File: src/rtl/l1_trigger_event_fifo_if.sv
// Event stream from the L1 trigger event FIFO toward the TURF readout path (valid/ready).
interface l1_trigger_event_fifo_if #(
  parameter int DATA_W = 34
);
  logic [DATA_W-1:0] tdata;
  logic              tvalid;
  logic              tready;

  modport master (output tdata, output tvalid, input  tready);
  modport slave  (input  tdata, input  tvalid, output tready);
endinterface

File: src/rtl/l1_trigger_event_fifo.sv
// Merges beam triggers inside a COINC_WINDOW into {mask, timestamp} events, queued in a FWFT FIFO.
// Trigger-to-tvalid 5 clocks; stalls hold tdata, pushes into a full FIFO are dropped and counted. Option: L1_EVENT_FIFO_SEQNUM_EN.
module l1_trigger_event_fifo #(
  parameter int NBEAMS         = 2,
  parameter int TIMESTAMP_BITS = 32,
  parameter int COINC_WINDOW   = 4,
  parameter int FIFO_DEPTH     = 16
) (
  input  logic                    aclk,
  input  logic                    reset_i,
  input  logic [NBEAMS-1:0]       trigger_i,
  input  logic                    enable_i,
  input  logic                    tstamp_rst_i,
  l1_trigger_event_fifo_if.master m,
  output logic                    overflow_o,
  input  logic                    clr_overflow_i,
  output logic [15:0]             drop_count_o
);

`ifdef L1_EVENT_FIFO_SEQNUM_EN
  localparam int SEQ_W = 16;
`else
  localparam int SEQ_W = 0;
`endif
  localparam int DATA_W = SEQ_W + NBEAMS + TIMESTAMP_BITS;
  localparam int PTR_W  = $clog2(FIFO_DEPTH);
  localparam int WIN_W  = (COINC_WINDOW > 1) ? $clog2(COINC_WINDOW) : 1;

  typedef enum logic [1:0] {IDLE, GATHER, PUSH} state_t;

  state_t                    state_q, state_d;
  logic [NBEAMS-1:0]         mask_q, mask_d;
  logic [TIMESTAMP_BITS-1:0] ts_q;
  logic [TIMESTAMP_BITS-1:0] ts_cap_q, ts_cap_d;
  logic [WIN_W-1:0]          win_q, win_d;
  logic                      push;

  logic [DATA_W-1:0]         mem [FIFO_DEPTH];
  logic [PTR_W:0]            wr_ptr, rd_ptr;
  logic                      empty, full, push_ok, pop, drop;
  logic [DATA_W-1:0]         ev_dat;

  always_ff @(posedge aclk or posedge reset_i) begin
    if (reset_i)           ts_q <= '0;
    else if (tstamp_rst_i) ts_q <= '0;
    else                   ts_q <= ts_q + TIMESTAMP_BITS'(1);
  end

  always_ff @(posedge aclk or posedge reset_i) begin
    if (reset_i) begin
      state_q  <= IDLE;
      mask_q   <= '0;
      ts_cap_q <= '0;
      win_q    <= '0;
    end else begin
      state_q  <= state_d;
      mask_q   <= mask_d;
      ts_cap_q <= ts_cap_d;
      win_q    <= win_d;
    end
  end

  always_comb begin
    state_d  = state_q;
    mask_d   = mask_q;
    ts_cap_d = ts_cap_q;
    win_d    = win_q;
    push     = 1'b0;
    unique case (state_q)
      IDLE: begin
        if (enable_i && |trigger_i) begin
          ts_cap_d = ts_q;
          mask_d   = trigger_i;
          win_d    = WIN_W'(COINC_WINDOW - 1);
          state_d  = (COINC_WINDOW > 1) ? GATHER : PUSH;
        end
      end
      GATHER: begin
        // enable_i is not consulted: an opened window always completes
        mask_d = mask_q | trigger_i;
        win_d  = win_q - WIN_W'(1);
        if (win_q == WIN_W'(1)) state_d = PUSH;
      end
      PUSH: begin
        push    = 1'b1;
        state_d = IDLE;
      end
      default: state_d = IDLE;
    endcase
  end

`ifdef L1_EVENT_FIFO_SEQNUM_EN
  logic [15:0] seq_q;

  // Advances on dropped events too, so gaps in the stream expose losses
  always_ff @(posedge aclk or posedge reset_i) begin
    if (reset_i)           seq_q <= '0;
    else if (tstamp_rst_i) seq_q <= '0;
    else if (push)         seq_q <= seq_q + 16'd1;
  end

  assign ev_dat = {seq_q, mask_q, ts_cap_q};
`else
  assign ev_dat = {mask_q, ts_cap_q};
`endif

  assign empty   = (wr_ptr == rd_ptr);
  assign full    = (wr_ptr[PTR_W] != rd_ptr[PTR_W]) &&
                   (wr_ptr[PTR_W-1:0] == rd_ptr[PTR_W-1:0]);
  // Fullness is judged before this cycle's pop, so a concurrent pop does not rescue a push
  assign push_ok = push && !full;
  assign drop    = push && full;
  assign pop     = !empty && m.tready;

  always_ff @(posedge aclk) begin
    if (push_ok) mem[wr_ptr[PTR_W-1:0]] <= ev_dat;
  end

  always_ff @(posedge aclk or posedge reset_i) begin
    if (reset_i) begin
      wr_ptr <= '0;
      rd_ptr <= '0;
    end else begin
      if (push_ok) wr_ptr <= wr_ptr + (PTR_W+1)'(1);
      if (pop)     rd_ptr <= rd_ptr + (PTR_W+1)'(1);
    end
  end

  assign m.tvalid = !empty;
  assign m.tdata  = empty ? '0 : mem[rd_ptr[PTR_W-1:0]];

  // A drop coinciding with a clear is counted after the clear
  always_ff @(posedge aclk or posedge reset_i) begin
    if (reset_i) begin
      overflow_o   <= 1'b0;
      drop_count_o <= '0;
    end else if (clr_overflow_i) begin
      overflow_o   <= drop;
      drop_count_o <= {15'd0, drop};
    end else if (drop) begin
      overflow_o <= 1'b1;
      if (drop_count_o != 16'hFFFF) drop_count_o <= drop_count_o + 16'd1;
    end
  end

endmodule
File: src/flat_wrapper.sv
// flat-port wrapper written by rule: the top's interface ports become plain ports
module l1_trigger_event_fifo_flat 
#(
  parameter int NBEAMS         = 2,
  parameter int TIMESTAMP_BITS = 32,
  parameter int COINC_WINDOW   = 4,
  parameter int FIFO_DEPTH     = 16
)
  (aclk, reset_i, trigger_i, enable_i, tstamp_rst_i, overflow_o, clr_overflow_i, drop_count_o, m_tdata, m_tvalid, m_tready);
  l1_trigger_event_fifo_if m_i ();
  input  logic aclk;
  input  logic reset_i;
  input  logic [NBEAMS-1:0] trigger_i;
  input  logic enable_i;
  input  logic tstamp_rst_i;
  output logic overflow_o;
  input  logic clr_overflow_i;
  output logic [15:0] drop_count_o;
  output wire logic [$bits(m_i.tdata)-1:0] m_tdata;
  output wire logic [$bits(m_i.tvalid)-1:0] m_tvalid;
  input wire logic [$bits(m_i.tready)-1:0] m_tready;
  assign m_tdata = m_i.tdata;
  assign m_tvalid = m_i.tvalid;
  assign m_i.tready = m_tready;
  l1_trigger_event_fifo #(.NBEAMS(NBEAMS), .TIMESTAMP_BITS(TIMESTAMP_BITS), .COINC_WINDOW(COINC_WINDOW), .FIFO_DEPTH(FIFO_DEPTH)) u_core (.aclk(aclk), .reset_i(reset_i), .trigger_i(trigger_i), .enable_i(enable_i), .tstamp_rst_i(tstamp_rst_i), .m(m_i), .overflow_o(overflow_o), .clr_overflow_i(clr_overflow_i), .drop_count_o(drop_count_o));
endmodule
File: config.mk
export PLATFORM = sky130hd
export DESIGN_NAME = l1_trigger_event_fifo_flat
export DESIGN_NICKNAME = d
export VERILOG_FILES = /design/src/rtl/l1_trigger_event_fifo_if.sv /design/src/rtl/l1_trigger_event_fifo.sv /design/src/flat_wrapper.sv
export SDC_FILE = /design/constraint.sdc
export NUM_CORES = 1
export LEC_CHECK = 0
export ABC_CLOCK_PERIOD_IN_PS = 3900
export CORE_MARGIN = 2
export CORE_UTILIZATION = 55
export DETAILED_ROUTE_END_ITERATION = 7
export GPL_TIMING_DRIVEN = 0
export HOLD_SLACK_MARGIN = 0.03
export PLACE_DENSITY = 0.75
export SLEW_MARGIN = 25
export SYNTH_ARGS = -nofsm -noshare
export SYNTH_HDL_FRONTEND = slang
export SYNTH_SLANG_ARGS = --single-unit
File: constraint.sdc
create_clock -name aclk -period 3.9 [get_ports aclk]
set_clock_uncertainty 0.05 [all_clocks]
set_input_delay 0.78 -clock aclk [delete_from_list [all_inputs] [get_ports aclk]]
set_output_delay 0.78 -clock aclk [all_outputs]
set_load 0.05 [all_outputs]
# Yosys cells after proc, flatten, opt, wreduce, memory -nomap -nowiden
# Memory sizes are Yosys's and may differ from the RTL's.
# Cells that the tools add are included.
# Widths: inputs -> output; s select.
# classes
add_sub_neg,5
eq_ne,9
n_mux,17
bitwise_logic,1
n_reduce_logical,16
# op_table
cell,count
$mux 16,3
$mux 34,1
$add 32x1->32 const B,1
$mux 32,1
$add 16x1->16 const B,1
$ne 16x16->1 const B,1
$pmux 2 s2,3
$add 5x1->5 const B,2
$mux 2,4
$reduce_and 2->1,4
$reduce_bool 2->1,3
$eq 5x5->1,1
$logic_and 1x1->1,5
$mux 1,5
$eq 2x1->1 const B,2
$eq 4x4->1,1
$ne 2x1->1 const B,2
$eq 2x2->1 const B,1
$logic_not 1->1,2
$logic_not 2->1,1
$or 2x2->2,1
$reduce_or 2->1,1
$sub 2x1->2 const B,1
$ne 1x1->1,1
# word_totals
regBits,97
mem_bits_rw,544
input_bits,8
out_inout_bits,52
elab_cells,58
mem_count,1
# memory_table
memory,words,width,read_ports,rd_clocked_by_memory_dff,write_ports,line_no,source
u_core.mem,16,34,1,0,1,l1_trigger_event_fifo.sv:38,logic [DATA_W-1:0] mem [FIFO_DEPTH];

# Logic depth before layout (Yosys ltp)
# depth
word_depth,6
mapped_depth,8
mapped_depth_nobuf,6

# Worst setup path after synthesis
# No wires, ideal clock.
# synth_timing
kind,flip-flop to flip-flop
from,register u_core.wr_ptr[2]
to,"memory u_core.mem[3][0], enable pin"
setup_ns,0.468
arrival_ns,3.627
t_required_ns,3.382
setup_slack_ns,-0.244
path_stages_with_launch,8
period_less_slack_ns,4.144
cell_sequence,dfrtp_1 > clkbuf_1 > xor2_1 > nor4_2 > a21oi_1 > clkbuf_1 > nand2_1 > nor3_1
# synth_via
elab_chain_cells,6
# synth_lines
element,line_no,source
"start, declared",l1_trigger_event_fifo.sv:39,"logic [PTR_W:0] wr_ptr, rd_ptr;"
"start signal, assigned",l1_trigger_event_fifo.sv:124,if (push_ok) wr_ptr <= wr_ptr + (PTR_W+1)'(1);
$eq 4x4->1,l1_trigger_event_fifo.sv:109,(wr_ptr[PTR_W-1:0] == rd_ptr[PTR_W-1:0]);
$logic_and 1x1->1,l1_trigger_event_fifo.sv:108,assign full = (wr_ptr[PTR_W] != rd_ptr[PTR_W]) &&
$logic_not 1->1,l1_trigger_event_fifo.sv:111,assign push_ok = push && !full;
$logic_and 1x1->1,l1_trigger_event_fifo.sv:111,
$mux 1,l1_trigger_event_fifo.sv:116,if (push_ok) mem[wr_ptr[PTR_W-1:0]] <= ev_dat;
$mux 1 (implied by the code),l1_trigger_event_fifo.sv:116,
"end, declared",l1_trigger_event_fifo.sv:38,
# Parallel ways exist; a longest one is shown, timed or not.

# Final worst setup path
# layout_timing
from,register u_core.rd_ptr[0]
to,output m_tdata[20]
# layout_via
elab_chain_cells,2
# layout_lines
element,line_no,source
"start, declared",l1_trigger_event_fifo.sv:39,
"start signal, assigned",l1_trigger_event_fifo.sv:125,if (pop) rd_ptr <= rd_ptr + (PTR_W+1)'(1);
$mem_v2 16x34 / $eq 5x5->1 (equally long branches),--,
$mux 34 (*),l1_trigger_event_fifo.sv:130,assign m.tdata = empty ? '0 : mem[rd_ptr[PTR_W-1:0]];
"end, declared",flat_wrapper.sv:19,output wire logic [$bits(m_i.tdata)-1:0] m_tdata;
# Mark *: on every way between the ends. The rest lies on a longest branch, timed or not.

==> reports/summary.txt <==
====================================================================================
Status                                                                  finished clean
Number of enable-type register cells in the synthesized netlist                  544
Warnings from Yosys                                                                0
Initial DRC Count                                                               1111
Fraction of layout instances using a drive strength above 1                    0.262
Worst slew margin relative to its limit                                        0.475
Critical path capture point type                                          output pin
Number of instances in the synthesized netlist                                  1267
Count of cell types in the netlist                                                41
CTS Buf Count                                                                     60
Top post-synthesis cells by count                                       544 x sky130_fd_sc_hd__edfxtp_1, 136 x sky130_fd_sc_hd__mux4_2, 97 x sky130_fd_sc_hd__dfrtp_1, 69 x sky130_fd_sc_hd__a22oi_1, 56 x sky130_fd_sc_hd__a21oi_1
RD Place Congestion                                                            0.810
Initial antenna violation count                                                    0
Int Pwr                                                                      13.6 mW
Final hold vios                                                                    0
Wire length per cell                                                         26.1 µm
Area fraction of the dominant cell type after synthesis                        0.655
Actual transition at the worst max-transition pin                             787 ps
Maximum number of pins on one net before global-route repair                      72
Area added between synthesis and finish                                        15.5%
Number of fill cells                                                            2970
Proportion of total power due to net switching                                 0.334
Worst Setup SP                                                          u_core.rd_ptr[0]
Max FO, Critical Path                                                             10
Post-synthesis sequential element count                                          641
Cell Count Post-Placement                                                       1934
CP Data Arrival Time                                                         3030 ps
Total I/O pin count                                                               60
Sequential share of power                                                      0.387
Vias in the first global route                                                 13348
Core area                                                                  44500 µm²
Setup Buffers After CTS                                                            0
Max clock buf depth                                                                3
# setup viols final                                                                0
DIE WIDTH                                                                     217 µm
Final max-slew violation count                                                     0
Max Cap Viol                                                                       0
Synthesized area                                                           24900 µm²
Minimum clock period                                                         3860 ps
Number of nets in the synthesized netlist                                       1283
Kind of critical path                                                   register to output pin
Wire length of the first global-routing pass                                81800 µm
Required time of the worst setup path                                        3070 ps
Clock transition at the registers of the reported paths                        60 ps
Static Leakage                                                               9.32 nW
Peak supply drop                                                          0.000516 V
Post-route cell area                                                       28800 µm²
Number of buffers inserted by hold repair at cts                                   0
Clock Root Buffer                                                       sky130_fd_sc_hd__clkbuf_16
Initial core utilization                                                       0.560
Setup repair after global routing missed its margin                              yes
Critical path startpoint category                                           register
PwrDens                                                                   708 nW/µm²
Combined flip-flop and latch cell area                                     18800 µm²
Relative contribution of combinational cells to total power                    0.322
First-pass iteration count of the detailed router                                  5
Largest cells by area after synthesis                                   sky130_fd_sc_hd__edfxtp_1 66%, sky130_fd_sc_hd__mux4_2 12%, sky130_fd_sc_hd__dfrtp_1 9.7%, sky130_fd_sc_hd__a22oi_1 2.1%, sky130_fd_sc_hd__mux2_2 1.5%
Most frequently used cell type in the post-synthesis netlist            sky130_fd_sc_hd__edfxtp_1
Post-synth top flop                                                     sky130_fd_sc_hd__edfxtp_1
Finished Core Util                                                             0.647
DRC Markers                                                                        0
Synthesized area per cell                                                   19.7 µm²
Clock latency on the worst-skew pair                                          620 ps
Period utilisation layout                                                      0.989
FF-to-FF Start                                                          u_core.rd_ptr[2]
Sequential share of the synthesized area                                       0.753
Antenna Diode Count                                                                0
Number of port buffers                                                            59
Count of standard-cell rows                                                       77
TritonCTS clock tree                                                             yes
Clk sinks                                                                        641
Die area                                                                   47000 µm²
Net switching component of the power                                         6.82 mW
Type of the most critical hold path                                     primary input to asynchronous set/reset pin
Share of flip-flops with an asynchronous set or reset after synthesis          0.151
Sum Neg Setup Slack                                                             0 ps
Part of the total power dissipated in the clock network                        0.292
Placed standard-cell area                                                  26700 µm²
Number of nets in the layout                                                    1415
H-tree Lvls                                                                        2
Overflow left after global routing                                                 0
Via density                                                                     6.27
Detailed Place HPWL                                                         32800 µm
Post-detailed-routing wire length                                           53300 µm
Die Y-Extent                                                                  217 µm
Total Routing Usage GR                                                         0.234
Area of combinational cells with multiple inputs                            5870 µm²
Antenna violation net count after detailed routing                                 0
Top cell type by total area after synthesis                             sky130_fd_sc_hd__edfxtp_1
Upper clock frequency limit                                                  259 MHz
Number of vias after detailed routing                                          12795
Count of non-filler cells in the finished layout                                2042
====================================================================================
per-layer routing:
metal  GRT usage  up-vias  part of all wire
met4      0.0726        0             0.024
li1            -     5461                 -
met5           0        -                 0
met2       0.393      515              0.51
met1       0.324     6731              0.41
met3      0.0331       88             0.062
logic make-up (layout without fill, tap and decap cells):
kind of cell	count (synthesis)	in the layout	synth area share
compound gates	153	153	0.0397
xor+xnor	40	40	0.0141
fa+ha+maj	8	8	0.00402
buf+inv	86	269	0.0139
flops	641	641	0.753
mux	172	172	0.139
simple gates	167	167	0.0363
registers in the layout (all words and copies together) (netlist names), 5 cells and up:
name,flops
u_core.mem,544
u_core.wr_ptr,5
u_core.rd_ptr,5
u_core.ts_q,32
u_core.ts_cap_q,32
u_core.drop_count_o,16
cells in the final DEF (no fill, tap or decap), drive strengths merged, types with 7 or more instances in the layout:
cell type,instances
a21oi,56
a22oi,69
and3,24
buf,42
bufinv,8
clkbuf,121
clkdlybuf4s15,23
clkdlybuf4s50,25
clkinv,23
dfrtp,97
dlygate4sd2,7
edfxtp,544
ha,8
inv,16
mux2,36
mux4,136
nand2,21
nand3,17
nand4,11
nor2,36
nor2b,7
nor3,10
nor4,11
o21ai,9
o31ai,10
or3,7
or4,10
xnor2,25
xor2,15
cell type report:
| class | instances | share of cell area |
|---|---|---|
| Clock inverter | 37 | 0.0136 |
| Tap cell | 592 | 0.0257 |
| Multi-Input combinational cell | 540 | 0.204 |
| Inverter | 14 | 0.00200 |
| Clock buffer | 76 | 0.0567 |
| Timing Repair Buffer | 75 | 0.0329 |
| Buffer | 67 | 0.0135 |
| Sequential cell | 641 | 0.652 |
power by group through the flow:
stage | Sequential (mW) | Combinational (mW) | Clock, mW
floorplan | 7.91 | 4.60 | 0
global placement | 7.96 | 6.56 | 0
detailed placement | 7.99 | 6.68 | 0
CTS | 7.88 | 6.62 | 6.03
global route | 7.91 | 6.95 | 6.25
finish | 7.88 | 6.56 | 5.95
final timing paths:
check	to	slack [ps]	cells past startpoint
max	m_tdata[20]	40	6
min	u_core.overflow_o	450	2
max reg2reg	u_core.mem[3][20]	1010	8
min reg2reg	u_core.win_q[0]	460	1
max in group asynchronous	u_core.ts_q[10]	2670	3
min in group aclk	u_core.win_q[0]	460	1
critical path: stages, from the launching register on:
cell and delay (ps):
sky130_fd_sc_hd__dfrtp_2 470, sky130_fd_sc_hd__clkbuf_8 250, sky130_fd_sc_hd__buf_4 270, sky130_fd_sc_hd__mux4_2 540
sky130_fd_sc_hd__a22oi_1 310, sky130_fd_sc_hd__a21oi_1 110, sky130_fd_sc_hd__dlygate4sd2_1 430
what timing repair did:
item	in CTS	in global routing
pin swaps	0	0
gates resized for setup	150	11
hold endpoints to repair	0	0
gates cloned	0	0
setup endpoints to repair	35	22
per-stage QoR:
step	total power, mW	setup slack (ps)	hold WS, ps
6_report	20.4	44.4	454
5_1_grt	21.1	-38.1	483
4_1_cts	20.5	8.84	442
3_5_place_dp	14.7	-571	446
3_3_place_gp	14.5	-1020	429
2_1_floorplan	12.5	536	412
(Power assumes the default switching activity.)
